**config.mk**
```make
export PLATFORM = sky130hd
export DESIGN_NAME = bcd_to_bi_seq
export DESIGN_NICKNAME = d
export VERILOG_FILES = /design/src/rtl/bcd_to_bi_seq.sv
export SDC_FILE = /design/constraint.sdc
export NUM_CORES = 1
export LEC_CHECK = 0
export BUFFER_PORTS_ARGS = -buffer_cell sky130_fd_sc_hd__buf_4
export CAP_MARGIN = 20
export CORE_ASPECT_RATIO = 1.75
export CORE_UTILIZATION = 40
export CTS_BUF_LIST = sky130_fd_sc_hd__clkbuf_4
export DETAILED_ROUTE_END_ITERATION = 7
export PLACE_DENSITY_LB_ADDON = 0.25
export SLEW_MARGIN = 0
export SYNTH_ARGS = -nofsm -noshare
export SYNTH_HDL_FRONTEND = slang
export SYNTH_SLANG_ARGS = --single-unit
```
**constraint.sdc**
```tcl
create_clock -name clk -period 2.2 [get_ports clk]
set_input_delay 0.22 -clock clk [delete_from_list [all_inputs] [get_ports clk]]
set_output_delay 0.22 -clock clk [all_outputs]
set_load 0.1 [all_outputs]
```
**src/rtl/bcd_to_bi_seq.sv**
```systemverilog
// Sequential packed-BCD to binary converter: one digit per clock, MS digit first,
// with a valid/ready handshake on both the request and the result side.
module bcd_to_bi_seq #(
   parameter int NDIGITS = 3,
   parameter int BIN_W   = 10
) (
   input  logic                   clk,
   input  logic                   rst,
   input  logic                   in_valid,
   output logic                   in_ready,
   input  logic [4*NDIGITS-1:0]   bcd_in,
   output logic                   out_valid,
   input  logic                   out_ready,
   output logic [BIN_W-1:0]       bin_out,
   output logic                   err
);

   localparam int CNT_W = (NDIGITS > 1) ? $clog2(NDIGITS) : 1;

   typedef enum logic [1:0] {
      IDLE = 2'd0,
      CONV = 2'd1,
      DONE = 2'd2
   } state_t;

   function automatic logic digit_bad(input logic [3:0] d);
      return (d > 4'd9);
   endfunction

   state_t                 state_r;
   state_t                 state_nx_s;
   logic [4*NDIGITS-1:0]   shift_r;
   logic [BIN_W-1:0]       acc_r;
   logic                   err_acc_r;
   logic [CNT_W-1:0]       cnt_r;
   logic                   in_ready_r;
   logic                   out_valid_r;
   logic [BIN_W-1:0]       bin_out_r;
   logic                   err_out_r;

   logic [3:0]             digit_s;
   logic [BIN_W-1:0]       acc_nx_s;
   logic                   err_nx_s;

   // Digit datapath: acc*10 + d; the x10 product is taken modulo 2**BIN_W directly,
   // which equals truncating the wider product.
   always_comb begin
      digit_s  = shift_r[4*NDIGITS-1 -: 4];
      acc_nx_s = (acc_r << 3'd3) + (acc_r << 3'd1) + BIN_W'(digit_s);
      err_nx_s = err_acc_r | digit_bad(digit_s);
   end

   // Next-state logic.
   always_comb begin
      state_nx_s = state_r;
      case (state_r)
         IDLE: begin
            if (in_valid) begin
               state_nx_s = CONV;
            end else begin
               state_nx_s = IDLE;
            end
         end
         CONV: begin
            if (cnt_r == {CNT_W{1'b0}}) begin
               state_nx_s = DONE;
            end else begin
               state_nx_s = CONV;
            end
         end
         DONE: begin
            if (out_ready) begin
               state_nx_s = IDLE;
            end else begin
               state_nx_s = DONE;
            end
         end
         default: state_nx_s = IDLE;
      endcase
   end

   // State, datapath and registered handshake/result outputs.
   always_ff @(posedge clk) begin
      if (rst) begin
         state_r     <= IDLE;
         shift_r     <= '0;
         acc_r       <= '0;
         err_acc_r   <= 1'b0;
         cnt_r       <= '0;
         in_ready_r  <= 1'b1;
         out_valid_r <= 1'b0;
         bin_out_r   <= '0;
         err_out_r   <= 1'b0;
      end else begin
         state_r     <= state_nx_s;
         in_ready_r  <= (state_nx_s == IDLE);
         out_valid_r <= (state_nx_s == DONE);
         case (state_r)
            IDLE: begin
               if (in_valid) begin
                  shift_r   <= bcd_in;
                  acc_r     <= '0;
                  err_acc_r <= 1'b0;
                  cnt_r     <= CNT_W'(NDIGITS - 1);
               end
            end
            CONV: begin
               acc_r     <= acc_nx_s;
               err_acc_r <= err_nx_s;
               shift_r   <= shift_r << 3'd4;
               cnt_r     <= cnt_r - CNT_W'(1);
               // Result is latched on the last digit so DONE presents it stably.
               if (cnt_r == {CNT_W{1'b0}}) begin
                  bin_out_r <= err_nx_s ? {BIN_W{1'b0}} : acc_nx_s;
                  err_out_r <= err_nx_s;
               end
            end
            DONE: begin
               bin_out_r <= bin_out_r;
            end
            default: begin
               bin_out_r <= '0;
               err_out_r <= 1'b0;
            end
         endcase
      end
   end

   assign in_ready  = in_ready_r;
   assign out_valid = out_valid_r;
   assign bin_out   = bin_out_r;
   assign err       = err_out_r;

endmodule

```
* Yosys cells after proc, flatten, opt, wreduce, memory -nomap -nowiden
Index checks and enable logic that the tools add are counted.
** Operators by class
- Reductions and logical operators :: 7
- Muxes and demuxes :: 17
- $add $sub $neg :: 3
- Bitwise operators :: 2
- $lt $le $gt $ge :: 1
- Equal/unequal tests :: 5
** Operators by type and width (count)
- case mux 12 bit (2 select lines) :: 1
- two-way mux 10 bit :: 2
- case mux 10 bit (2 select lines) :: 1
- case mux 9 bit (2 select lines) :: 1
- two-way mux 12 bit :: 1
- adder 10 bit :: 1
- adder 10 x 4 -> 10 bit :: 1
- two-way mux 9 bit :: 1
- zero test 2 bit :: 3
- two-way mux 2 bit :: 3
- case mux 2 bit (3 select lines) :: 1
- equality test 2 bit, second input constant :: 2
- greater-than comparator 4 bit, second input constant :: 1
- != test 2 bit, second input constant :: 2
- case mux 1 bit (2 select lines) :: 2
- case mux 2 bit (2 select lines) :: 1
- AND reduction 2 bit :: 2
- two-way mux 1 bit :: 3
- equality test 2 x 1 -> 1 bit, second input constant :: 1
- nonzero test 2 bit :: 1
- OR reduction 2 bit :: 1
- subtractor 2 x 1 -> 2 bit, second input constant :: 1
- NOT 1 bit :: 1
- OR 1 bit :: 1
** Word-level totals
- Output and inout port bits :: 13
- Flip-flop bits (word level) :: 39
- Logic and storage cells :: 44
- Input bits :: 16

* Longest topological paths before layout
Gate-level depths: netlist of the first run.
- Depth after elaboration :: 5
- Depth in mapped cells :: 9

* Worst setup path after synthesis of the first run
No wires, ideal clock.
- Path type :: register -> register
- From :: register shift_r[11]
- To :: register acc_r[8]
- Stages on the path, launching flop included :: 9
- Clock period less this slack :: 2.212 ns
- Path slack :: -0.012 ns
- Arrival time :: 2.092 ns
- Cells stage by stage :: dfxtp_1 inv_1 fa_1 fa_1 nor2b_4 o31ai_2 a21oi_2 nor4b_2 a211o_1
** Between the ends
- Longest elaborated chain between the ends :: 2
** RTL lines
- start: declaration :: RTL line 32 : logic [4*NDIGITS-1:0] shift_r;
- start signal: assignment :: RTL line 101 : shift_r <= bcd_in;
- start signal: assignment :: RTL line 110 : shift_r <= shift_r << 3'd4;
- adder 10 x 4 -> 10 bit :: RTL line 49 : acc_nx_s = (acc_r << 3'd3) + (acc_r << 3'd1) + BIN_W'(digit_s);
- case mux 9 bit (2 select lines) :: RTL line 98 : case (state_r)
- end signal: assignment :: RTL line 108 : acc_r <= acc_nx_s;
- end: declaration :: RTL line 33 : logic [BIN_W-1:0] acc_r;
No other way between the ends.
A chain may end at the register's enable or synchronous reset.

* Worst setup path after layout of the first run
- From :: register acc_r[2]
- To :: register acc_r[7]
** Between the ends
- Longest elaborated chain between the ends :: 3
** RTL lines (RTL line)
- adder 10 bit :: 49
- adder 10 x 4 -> 10 bit :: 49
- case mux 9 bit (2 select lines) :: 98
No other way between the ends.

==> impl_results.md, run 1 <==
* Clk root buf: clkbuf_4
* Top-area cell type share of the netlist area at 38.2%
* CTS buffer count at 5
* Core area at 0.00493 mm2
* Util after Layout at between 40% and 50%
* Starting Density at 41.4%
* Pre-antenna DRT Iters at 4
* Met2 wire length at roughly 2400 um
* Synthesis warning total at 0
* Die H at 96.6 um
* Clock Tree Buf Depth at 2
* Gate power share at between 20% and 30%
* Fin worst setup slack at a little under 90 ps
* RSZ-0062 raised after global routing: true
* Measured slew at the worst slew-check pin at approximately 640 ps
* P_int at just under 1 mW
* Setup Skew at a little over 8 ps
* Ranking of synthesized cells by area: dfxtp_1 38%, ha_1 9.2%, nor2_1 6.2%, nand2_1 5.5%, a21oi_1 4.7%
* RePlAce Congestion at roughly 0.85
* Largest net degree at the start of global routing at 43
* Initial antenna violation count at 0
* PortBufs at 28
* Hold Vio Cnt, Final at 0
* Post-Layout Cell Count at around 310
* Synth unique cells at 50
* Ys flop type: dfxtp_1
* Row cnt at 34
* Ant diodes at 0
* Seq cells post-synth at 39
* Hpwl dp at approximately 3100 um
* 1st-iter DRT viols at 22
* Pre-CTS setup slack at -32.7 ps
* Number of synthesized flops with an enable pin at 0
* WS Path Type: reg -> reg
* Post-synthesis async set-or-reset flop share at 0%
* Critical Path RT at ~2500 ps
* Tcrit/Tclk final at around 96%
* H-tree levels at 2
* Vias in the first global route at approximately 1700
* Vias at about 1700
* Fin Hold WS at roughly 120 ps
* Post-route minimum period at around 2100 ps
* Max VDD drop at 0.000402 V
* Vias per cell at ~5.3
* First-pass GRT wire length at around 7500 um
* Top Metal Used: met4
* Hold_buf cts at 0
* Max Slew Vio Count at 0
* Final setup fails at 0
* Status: finished, final reports clean
* Layout cells sized above 1 at about 29%
* Syn_area_per_cell at 8.97 um2
* PwrDens at 594 mW/mm2
* Crit path DAT at between 2000 and 2500 ps
* Clk pwr share at between 20% and 30%
* CTS tree: yes
* Switching share of power at roughly 31%
* Count leader, synth: dfxtp_1
* Area Overhead vs Synth at 18.9%
* Setup TNS at 0 ps
* Total GRT Usage at between 10% and 20%
* Syn nets at 261
* CP Launch Type: register
* Drt wl/cell at roughly 14 um
* Routed wire length at about 4300 um
* Psw at between 0.4 and 0.5 mW
* Fmax at about 470 MHz
* Number of routed nets with antenna violations at 0
* Crit path capture type: register
* Die area at ~0.0054 mm2
* Seq/Total Area, Yosys at between 30% and 40%
* Clock latency on the worst-skew pair at ~340 ps
* Mapped cell area at ~0.002 mm2
* Lkg Pwr at a little over 1 nW
* Post-Place Cells at ~300
* Total clock sinks at 39
* Met1 wire length at 1730 um
* Reg power frac at 53.5%
* Die Wd at 56.0 um
* Global route overflow at 0
* Synth area leader: dfxtp_1
* Maxcap violations at 0
* Drt drc at 0
* IO Pins at 29
* Worst slew margin at 57.6%
* Fin nets at slightly below 300
* # fillers at between 400 and 500
* Worst hold path type: in -> reg
* Routed met3 length at 91 um
* Post-synth top cells: 39 x dfxtp_1, 34 x nor2_1, 30 x nand2_1
* Cells after Synth at around 230
* Reg clk slew, reported paths at about 120 ps
* CP Max Fanout at 3
## worst max-delay path, stage by stage, from the launching register on
cell,delay (ps)
dfxtp_2,350
inv_2,40
fa_1,560
inv_1,60
ha_1,280
nand3_2,80
nand2_4,110
a31oi_4,110
or4_1,420
nand3_1,80
## flip-flops by register name, summed over array words and instances (netlist names)
signal / count
shift_r: 12
bin_out: 10
acc_r: 9
cnt_r: 2
state_r: 2
err: 1
err_acc_r: 1
in_ready: 1
out_valid: 1
## final timing paths
kind	end	slack, ps	startpoint	cells past startpoint
max	acc_r[7]	90	acc_r[2]	9
min	shift_r[3]	120	bcd_in[3]	3
max reg2reg	acc_r[7]	90	acc_r[2]	9
min reg2reg	bin_out[6]	470	bin_out[6]	2
## repair_timing
action                                  in CTS  in global routing
endpoints found under the setup margin       4                  7
pin swaps                                    4                  3
buffers inserted                             1                  0
gates resized for setup                      3                 14
## logic make-up after synthesis
family,Yosys count,synth area share [%]
compound gates,47,18.1
xor+xnor,7,3.00
fa+ha+maj,17,11.1
buf+inv,22,6.12
flops,39,38.2
simple gates,96,23.4
## per-layer routing
metal  track usage (%)  vias up
met4              10.2        0
met3              2.53       11
li1                  -      856
met1              18.8      761
met2              33.7       30
met5                 0        -
## per-stage QoR
step                      cell area [um2]  power (mW)
after CTS                            2360        1.45
after detailed placement             2290        1.10
after global placement               2290        1.09
after global routing                 2430        1.52
after floorplan                      2050        1.03
final                                2430        1.44
## final cells by class
type / count / area [um2] / area share [%]
Clock buffer: 6 / 45.0 / 1.85
Inverter: 9 / 33.8 / 1.39
Multi-Input combinational cell: 167 / 1220 / 50.1
Clock inverter: 2 / 7.51 / 0.309
Timing Repair Buffer: 36 / 270 / 11.1
Sequential cell: 39 / 788 / 32.4
Tap cell: 54 / 67.6 / 2.78
## power groups by stage
stage	combinational [mW]	sequential [mW]	clock [mW]
after floorplan	0.210	0.819	0
after global placement	0.305	0.786	0
after detailed placement	0.309	0.787	0
after CTS	0.311	0.771	0.370
after global routing	0.352	0.779	0.392
final	0.316	0.772	0.356
## cell usage in the layout (no fill, tap or decap), drive strengths merged, types with 4 or more instances in the layout
master	n
a21oi	21
xnor2	4
nand3	6
clkbuf	6
buf	36
nand2	32
a311oi	8
nor2	36
dfxtp	39
ha	15
inv	9
nor3	4
No activity file was read; power rests on OpenSTA's default activity.
==> inputs of run 2 (changes only) <==
--- a/config.mk
+++ b/config.mk
@@ -5,12 +5,12 @@
 export SDC_FILE = /design/constraint.sdc
 export NUM_CORES = 1
 export LEC_CHECK = 0
-export BUFFER_PORTS_ARGS = -buffer_cell sky130_fd_sc_hd__buf_4
 export CAP_MARGIN = 20
 export CORE_ASPECT_RATIO = 1.75
 export CORE_UTILIZATION = 40
 export CTS_BUF_LIST = sky130_fd_sc_hd__clkbuf_4
 export DETAILED_ROUTE_END_ITERATION = 7
+export DONT_BUFFER_PORTS = 1
 export PLACE_DENSITY_LB_ADDON = 0.25
 export SLEW_MARGIN = 0
 export SYNTH_ARGS = -nofsm -noshare
==> impl_results.md, run 2 (same netlist as run 1, synthesis figures left out) <==
* Status: finished, final reports clean (unchanged)
* Die H at 96.6 um (unchanged)
* Crit path DAT at 2440 ps (was 2410 ps)
* Crit path capture type: register (unchanged)
* Pre-CTS setup slack at -26.3 ps (was -32.7 ps)
* Final setup fails at 0 (unchanged)
* Hpwl dp at 3040 um (was 3140 um)
* Largest net degree at the start of global routing at 34 (was 43)
* Initial antenna violation count at 0 (unchanged)
* Critical Path RT at 2490 ps (about the same)
* Post-CTS Setup Bufs at 0 (was 1)
* Number of routed nets with antenna violations at 0 (unchanged)
* H-tree levels at 2 (unchanged)
* 1st-iter DRT viols at 18 (was 22)
* Reg power frac at 54.2% (was 53.5%)
* RePlAce Congestion at 0.827 (was 0.848)
* Vias per cell at 5.38 (was 5.30)
* Most frequent cells in the layout: 35 x dfxtp_1, 34 x nor2_1, 30 x nand2_1 (was 36 x buf_4, 35 x dfxtp_1, 34 x nor2_1)
* Fin worst setup slack at 49.0 ps (was 86.8 ps)
* Vias in the first global route at 1562 (was 1691)
* Vias at 1624 (was 1658)
* Crit path max-delay family: adder cells (unchanged)
* PortBufs at 0 (was 28)
* First-pass GRT wire length at 6890 um (was 7530 um)
* Switching share of power at 31.1% (was 31.3%)
* Die Wd at 56.0 um (unchanged)
* Clk root buf: clkbuf_4 (unchanged)
* Tcrit/Tclk final at 97.8% (was 96.1%)
* CP Max Fanout at 3 (unchanged)
* Layout cells sized above 1 at 23.8% (was 28.6%)
* WP buf/inv at 2 (unchanged)
* IO Pins at 29 (unchanged)
* Biggest register: shift_r (unchanged)
* Clk pwr share at 25.0% (was 24.6%)
* CP Launch Type: register (unchanged)
* Setup TNS at 0 ps (unchanged)
* Core area at 0.00493 mm2 (unchanged)
* # fillers at 491 (was 485)
* Routed wire length at 4200 um (was 4320 um)
* Starting Density at 41.4% (unchanged)
* Most common cell after layout, fill and taps aside: dfxtp_1 (was buf_4)
* P_int at 0.980 mW (was 0.992 mW)
* Slowest cell on the critical path: fa_1 (unchanged)
* Max Slew Vio Count at 0 (unchanged)
* Hold Vio Cnt, Final at 0 (unchanged)
* RSZ-0062 raised after global routing: true (unchanged)
* Pre-antenna DRT Iters at 5 (was 4)
* Drt wl/cell at 13.9 um (was 13.8 um)
* Max VDD drop at 0.000434 V (was 0.000402 V)
* Measured slew at the worst slew-check pin at 658 ps (was 636 ps)
* Post-route minimum period at 2150 ps (was 2110 ps)
* Total clock sinks at 39 (unchanged)
* Drt drc at 0 (unchanged)
* Setup Skew at 7.38 ps (was 8.16 ps)
* Clock latency on the worst-skew pair at 340 ps (about the same)
* Fmax at 465 MHz (was 473 MHz)
* Worst hold path type: in -> reg (unchanged)
* Row cnt at 34 (unchanged)
* Ant diodes at 0 (unchanged)
* Area of the multi-input gates at 0.00120 mm2 (was 0.00122 mm2)
* Area Overhead vs Synth at 15.1% (was 18.9%)
* Maxcap violations at 0 (unchanged)
* Gate power share at 20.9% (was 21.9%)
* Max incr delay on CP at 570 ps (was 560 ps)
* PwrDens at 605 mW/mm2 (was 594 mW/mm2)
* Reg clk slew, reported paths at 110 ps (was 120 ps)
* Critical path, cell by cell: inv_2 -> fa_1 -> inv_1 -> ha_1 -> nand3_2 -> nand2_4 -> a31oi_4 -> or4_1 -> nand3_1 (unchanged)
* Total GRT Usage at 16.5% (was 17.9%)
* Clock Tree Buf Depth at 2 (unchanged)
* Fin nets at 280 (was 291)
* Largest register FFs at 12 (unchanged)
* Die area at 0.00541 mm2 (unchanged)
* Psw at 0.443 mW (was 0.452 mW)
* Register Area at 786 um2 (was 788 um2)
* CTS buffer count at 5 (unchanged)
* Lkg Pwr at 0.990 nW (was 1.03 nW)
* Worst slew margin at 56.1% (was 57.6%)
* WS Path Type: reg -> reg (unchanged)
* Global route overflow at 0 (unchanged)
* CTS tree: yes (unchanged)
run 2: cell types whose count changed in the layout (fill, tap and decap cells not counted), sizes merged:
cell,change
buf,-15
dlygate4sd3,+4
run 2: worst reg2reg max path: cells and delay by family (launching register included):
family,cells,cell delay (ps)
adders and majority gates,2,860
and+or+nand+nor,4,700
DFF,1,350
AOI/OAI and AO/OA,1,110
buffers and inverters,2,100
run 2: what timing repair did:
action | CTS | global route
hold endpoints to repair | 33 | 1
hold buffers | 4 | 1
cloned | 0 | 0
resized for setup | 1 | 14
pin swaps | 2 | 6
setup endpoints to repair | 3 | 5
run 2: stage by stage:
| step | total power, mW | instance area [um2] | hold slack, ps | std cells | util (%) |
|---|---|---|---|---|---|
| 2_1_floorplan | 1.03 | 2050 | 356 | 228 | - |
| 3_3_place_gp | 1.06 | 2170 | 294 | 289 | 44.0 |
| 3_5_place_dp | 1.06 | 2170 | 296 | 289 | 44.0 |
| 4_1_cts | 1.43 | 2280 | 1.91 | 301 | 46.2 |
| 5_1_grt | 1.50 | 2350 | 22.8 | 302 | 47.7 |
| 6_report | 1.42 | 2350 | 25.9 | 302 | 47.7 |
run 2: area by class of cell:
type	count	share of cell area, %
Clock buffer	6	1.91
Tap cell	54	2.87
Sequential cell	39	33.4
Inverter	9	1.44
Multi-Input combinational cell	167	51.1
Timing Repair Buffer	25	8.93
Clock inverter	2	0.319
run 2: worst paths after layout:
| path | from | end | slack, ps | cells past startpoint |
|---|---|---|---|---|
| worst max-delay path | acc_r[2] | acc_r[7] | 50 | 9 |
| worst min-delay path | bcd_in[4] | shift_r[4] | 30 | 2 |
| worst max register to register | acc_r[2] | acc_r[7] | 50 | 9 |
| worst min register to register | bin_out[6] | bin_out[6] | 470 | 2 |
run 2: power by group through the flow:
stage	logic [mW]	clock network (mW)	registers [mW]
after CTS	0.294	0.367	0.770
final	0.297	0.356	0.771
after global routing	0.328	0.394	0.778
after detailed placement	0.275	0	0.786
after floorplan	0.210	0	0.819
after global placement	0.274	0	0.786
run 2: metal layers:
metal  GRT usage, %  vias to the layer above  wire, um
met4           9.15                        0       101
li1               -                      832         -
met3           3.33                        8       112
met1           16.4                      761      1620
met5              0                        -         0
met2           31.7                       23      2370
==> inputs of run 3 (changes only) <==
--- a/config.mk
+++ b/config.mk
@@ -7,7 +7,7 @@
 export LEC_CHECK = 0
 export CAP_MARGIN = 20
 export CORE_ASPECT_RATIO = 1.75
-export CORE_UTILIZATION = 40
+export CORE_UTILIZATION = 54
 export CTS_BUF_LIST = sky130_fd_sc_hd__clkbuf_4
 export DETAILED_ROUTE_END_ITERATION = 7
 export DONT_BUFFER_PORTS = 1
==> impl_results.md, run 3 (same netlist as run 1, synthesis figures left out) <==
* Status: finished, final reports clean (unchanged)
* Crit path max-delay family: adder cells (unchanged)
* Maxcap violations at 0 (unchanged)
* Vias at 1661 (was 1624)
* Most common cell after layout, fill and taps aside: dfxtp_1 (unchanged)
* Final setup fails at 0 (unchanged)
* Gate power share at 20.1% (was 20.9%)
* Pre-antenna DRT Iters at 4 (was 5)
* Critical Path RT at 2450 ps (was 2490 ps)
* Lkg Pwr at 0.983 nW (was 0.990 nW)
* Clk pwr share at 26.2% (was 25.0%)
* Measured slew at the worst slew-check pin at 685 ps (was 658 ps)
* Fmax at 457 MHz (was 465 MHz)
* Origin of the worst setup path: shift_r[11] (was acc_r[2])
* Largest net degree at the start of global routing at 34 (unchanged)
* FF-to-FF Start: shift_r[11] (was acc_r[2])
* Ant diodes at 0 (unchanged)
* Die area at 0.00405 mm2 (was 0.00541 mm2)
* Max VDD drop at 0.000455 V (was 0.000434 V)
* WS Path Type: reg -> reg (unchanged)
* Slowest cell on the critical path: fa_1 (unchanged)
* # fillers at 328 (was 491)
* CTS buffer count at 5 (unchanged)
* CP Max Fanout at 3 (unchanged)
* Final Power at 1.44 mW (was 1.42 mW)
* Area Overhead vs Synth at 13.5% (was 15.1%)
* RePlAce Congestion at 0.855 (was 0.827)
* Total GRT Usage at 21.0% (was 16.5%)
* R2R depth at 8 (was 9)
* Vias per cell at 5.65 (was 5.38)
* Number of routed nets with antenna violations at 0 (unchanged)
* PwrDens at 620 mW/mm2 (was 605 mW/mm2)
* Post-Place Cells at 280 (was 289)
* Die Wd at 48.5 um (was 56.0 um)
* Clk root buf: clkbuf_4 (unchanged)
* Routed wire length at 4030 um (was 4200 um)
* Worst reg2reg path endpoint: acc_r[8] (was acc_r[7])
* Critical path, cell by cell: inv_2 -> fa_1 -> fa_2 -> nor2b_4 -> o31ai_4 -> a21oi_2 -> nor4b_2 -> a211o_1 (was inv_2 -> fa_1 -> inv_1 -> ha_1 -> nand3_2 -> nand2_4 -> a31oi_4 -> or4_1 -> nand3_1)
* Stages on worst setup path at 8 (was 9)
* Layout cells sized above 1 at 23.4% (was 23.8%)
* Largest register FFs at 12 (unchanged)
* Max Slew Vio Count at 0 (unchanged)
* Post-route minimum period at 2190 ps (was 2150 ps)
* Post-Layout Cell Count at 294 (was 302)
* Global route overflow at 0 (unchanged)
* Setup TNS at 0 ps (unchanged)
* CTS tree: yes (unchanged)
* Crit path capture type: register (unchanged)
* First-pass GRT wire length at 6660 um (was 6890 um)
* Worst slew margin at 54.3% (was 56.1%)
* Switching share of power at 30.8% (was 31.1%)
* Fin nets at 280 (unchanged)
* Reg2reg setup slack at 10 ps (was 50 ps)
* CP Launch Type: register (unchanged)
* Vias in the first global route at 1548 (was 1562)
* Tcrit/Tclk final at 99.5% (was 97.8%)
* RSZ-0062 raised after global routing: true (unchanged)
* Starting Density at 56.3% (was 41.4%)
* Total clock sinks at 39 (unchanged)
* 1st-iter DRT viols at 35 (was 18)
* IO Pins at 29 (unchanged)
* P_int at 0.995 mW (was 0.980 mW)
* Biggest register: shift_r (unchanged)
* Die H at 83.4 um (was 96.6 um)
* Crit path DAT at 2430 ps (was 2440 ps)
* Hpwl dp at 2810 um (was 3040 um)
* Setup Skew at 6.63 ps (was 7.38 ps)
* Drt wl/cell at 13.7 um (was 13.9 um)
* Util after Layout at 63.9% (was 47.7%)
* Initial antenna violation count at 0 (unchanged)
* H-tree levels at 2 (unchanged)
* Worst hold path type: in -> reg (unchanged)
* Reg power frac at 53.7% (was 54.2%)
* Pre-CTS setup slack at -36.3 ps (was -26.3 ps)
* Clock Tree Buf Depth at 2 (unchanged)
* Clock latency on the worst-skew pair at 340 ps (about the same)
* Core area at 0.00363 mm2 (was 0.00493 mm2)
* Most frequent cells in the layout: 35 x dfxtp_1, 34 x nor2_1, 30 x nand2_1 (unchanged)
* WP buf/inv at 1 (was 2)
* Max incr delay on CP at 510 ps (was 570 ps)
* Drt drc at 0 (unchanged)
* Row cnt at 29 (was 34)
* Reg clk slew, reported paths at 110 ps (about the same)
* PortBufs at 0 (unchanged)
* Critical Path End: acc_r[8] (was acc_r[7])
* Psw at 0.442 mW (was 0.443 mW)
* Hold Vio Cnt, Final at 0 (unchanged)
* Fin worst setup slack at 11.9 ps (was 49.0 ps)
run 3: power groups by stage:
| stage | clock [mW] | combinational, mW | sequential (mW) |
|---|---|---|---|
| global placement | 0 | 0.264 | 0.785 |
| floorplan | 0 | 0.210 | 0.819 |
| finish | 0.377 | 0.289 | 0.772 |
| CTS | 0.385 | 0.286 | 0.771 |
| detailed placement | 0 | 0.269 | 0.787 |
| global route | 0.418 | 0.320 | 0.778 |
run 3: cell type report:
cell class | instances | area, um2 | area share (%)
clock buffers | 7 | 52.6 | 2.27
clock inverters | 1 | 5.00 | 0.216
inverters | 9 | 33.8 | 1.46
multi-input cells | 167 | 1170 | 50.6
flip-flops and latches | 39 | 786 | 33.9
well taps | 46 | 57.6 | 2.48
repair buffers | 25 | 210 | 9.06
run 3: timing repair:
action | 4_1_cts | 5_1_grt
resized for setup | 0 | 10
hold endpoints to repair | 34 | 1
setup buffers | 0 | 1
endpoints found under the setup margin | 3 | 5
hold buffers | 4 | 1
pin swaps | 2 | 2
run 3: how the worst min path moves through the flow:
stage          startpoint    endpoint  depth (start not counted)  slack (ps)
4_1_cts         bcd_in[2]  shift_r[2]                          2           2
5_1_grt         bcd_in[4]  shift_r[4]                          2           6
3_5_place_dp          rst  shift_r[8]                          1         300
3_3_place_gp          rst  shift_r[8]                          1         290
2_1_floorplan   bcd_in[0]  shift_r[0]                          2         360
6_report        bcd_in[5]  shift_r[5]                          2          30
run 3: metal layers:
metal,track usage (%),vias up,share of wire [%]
met3,4.58,10,3.7
met4,10.2,0,2.3
met1,21.9,788,40
li1,-,829,-
met2,38.5,34,54
met5,0,-,0
run 3: stage by stage:
step                      instance area [um2]  hold WS (ps)
after floorplan                          2050           356
after global placement                   2160           294
after detailed placement                 2160           296
after CTS                                2260          1.56
after global routing                     2320          6.30
final                                    2320          30.5
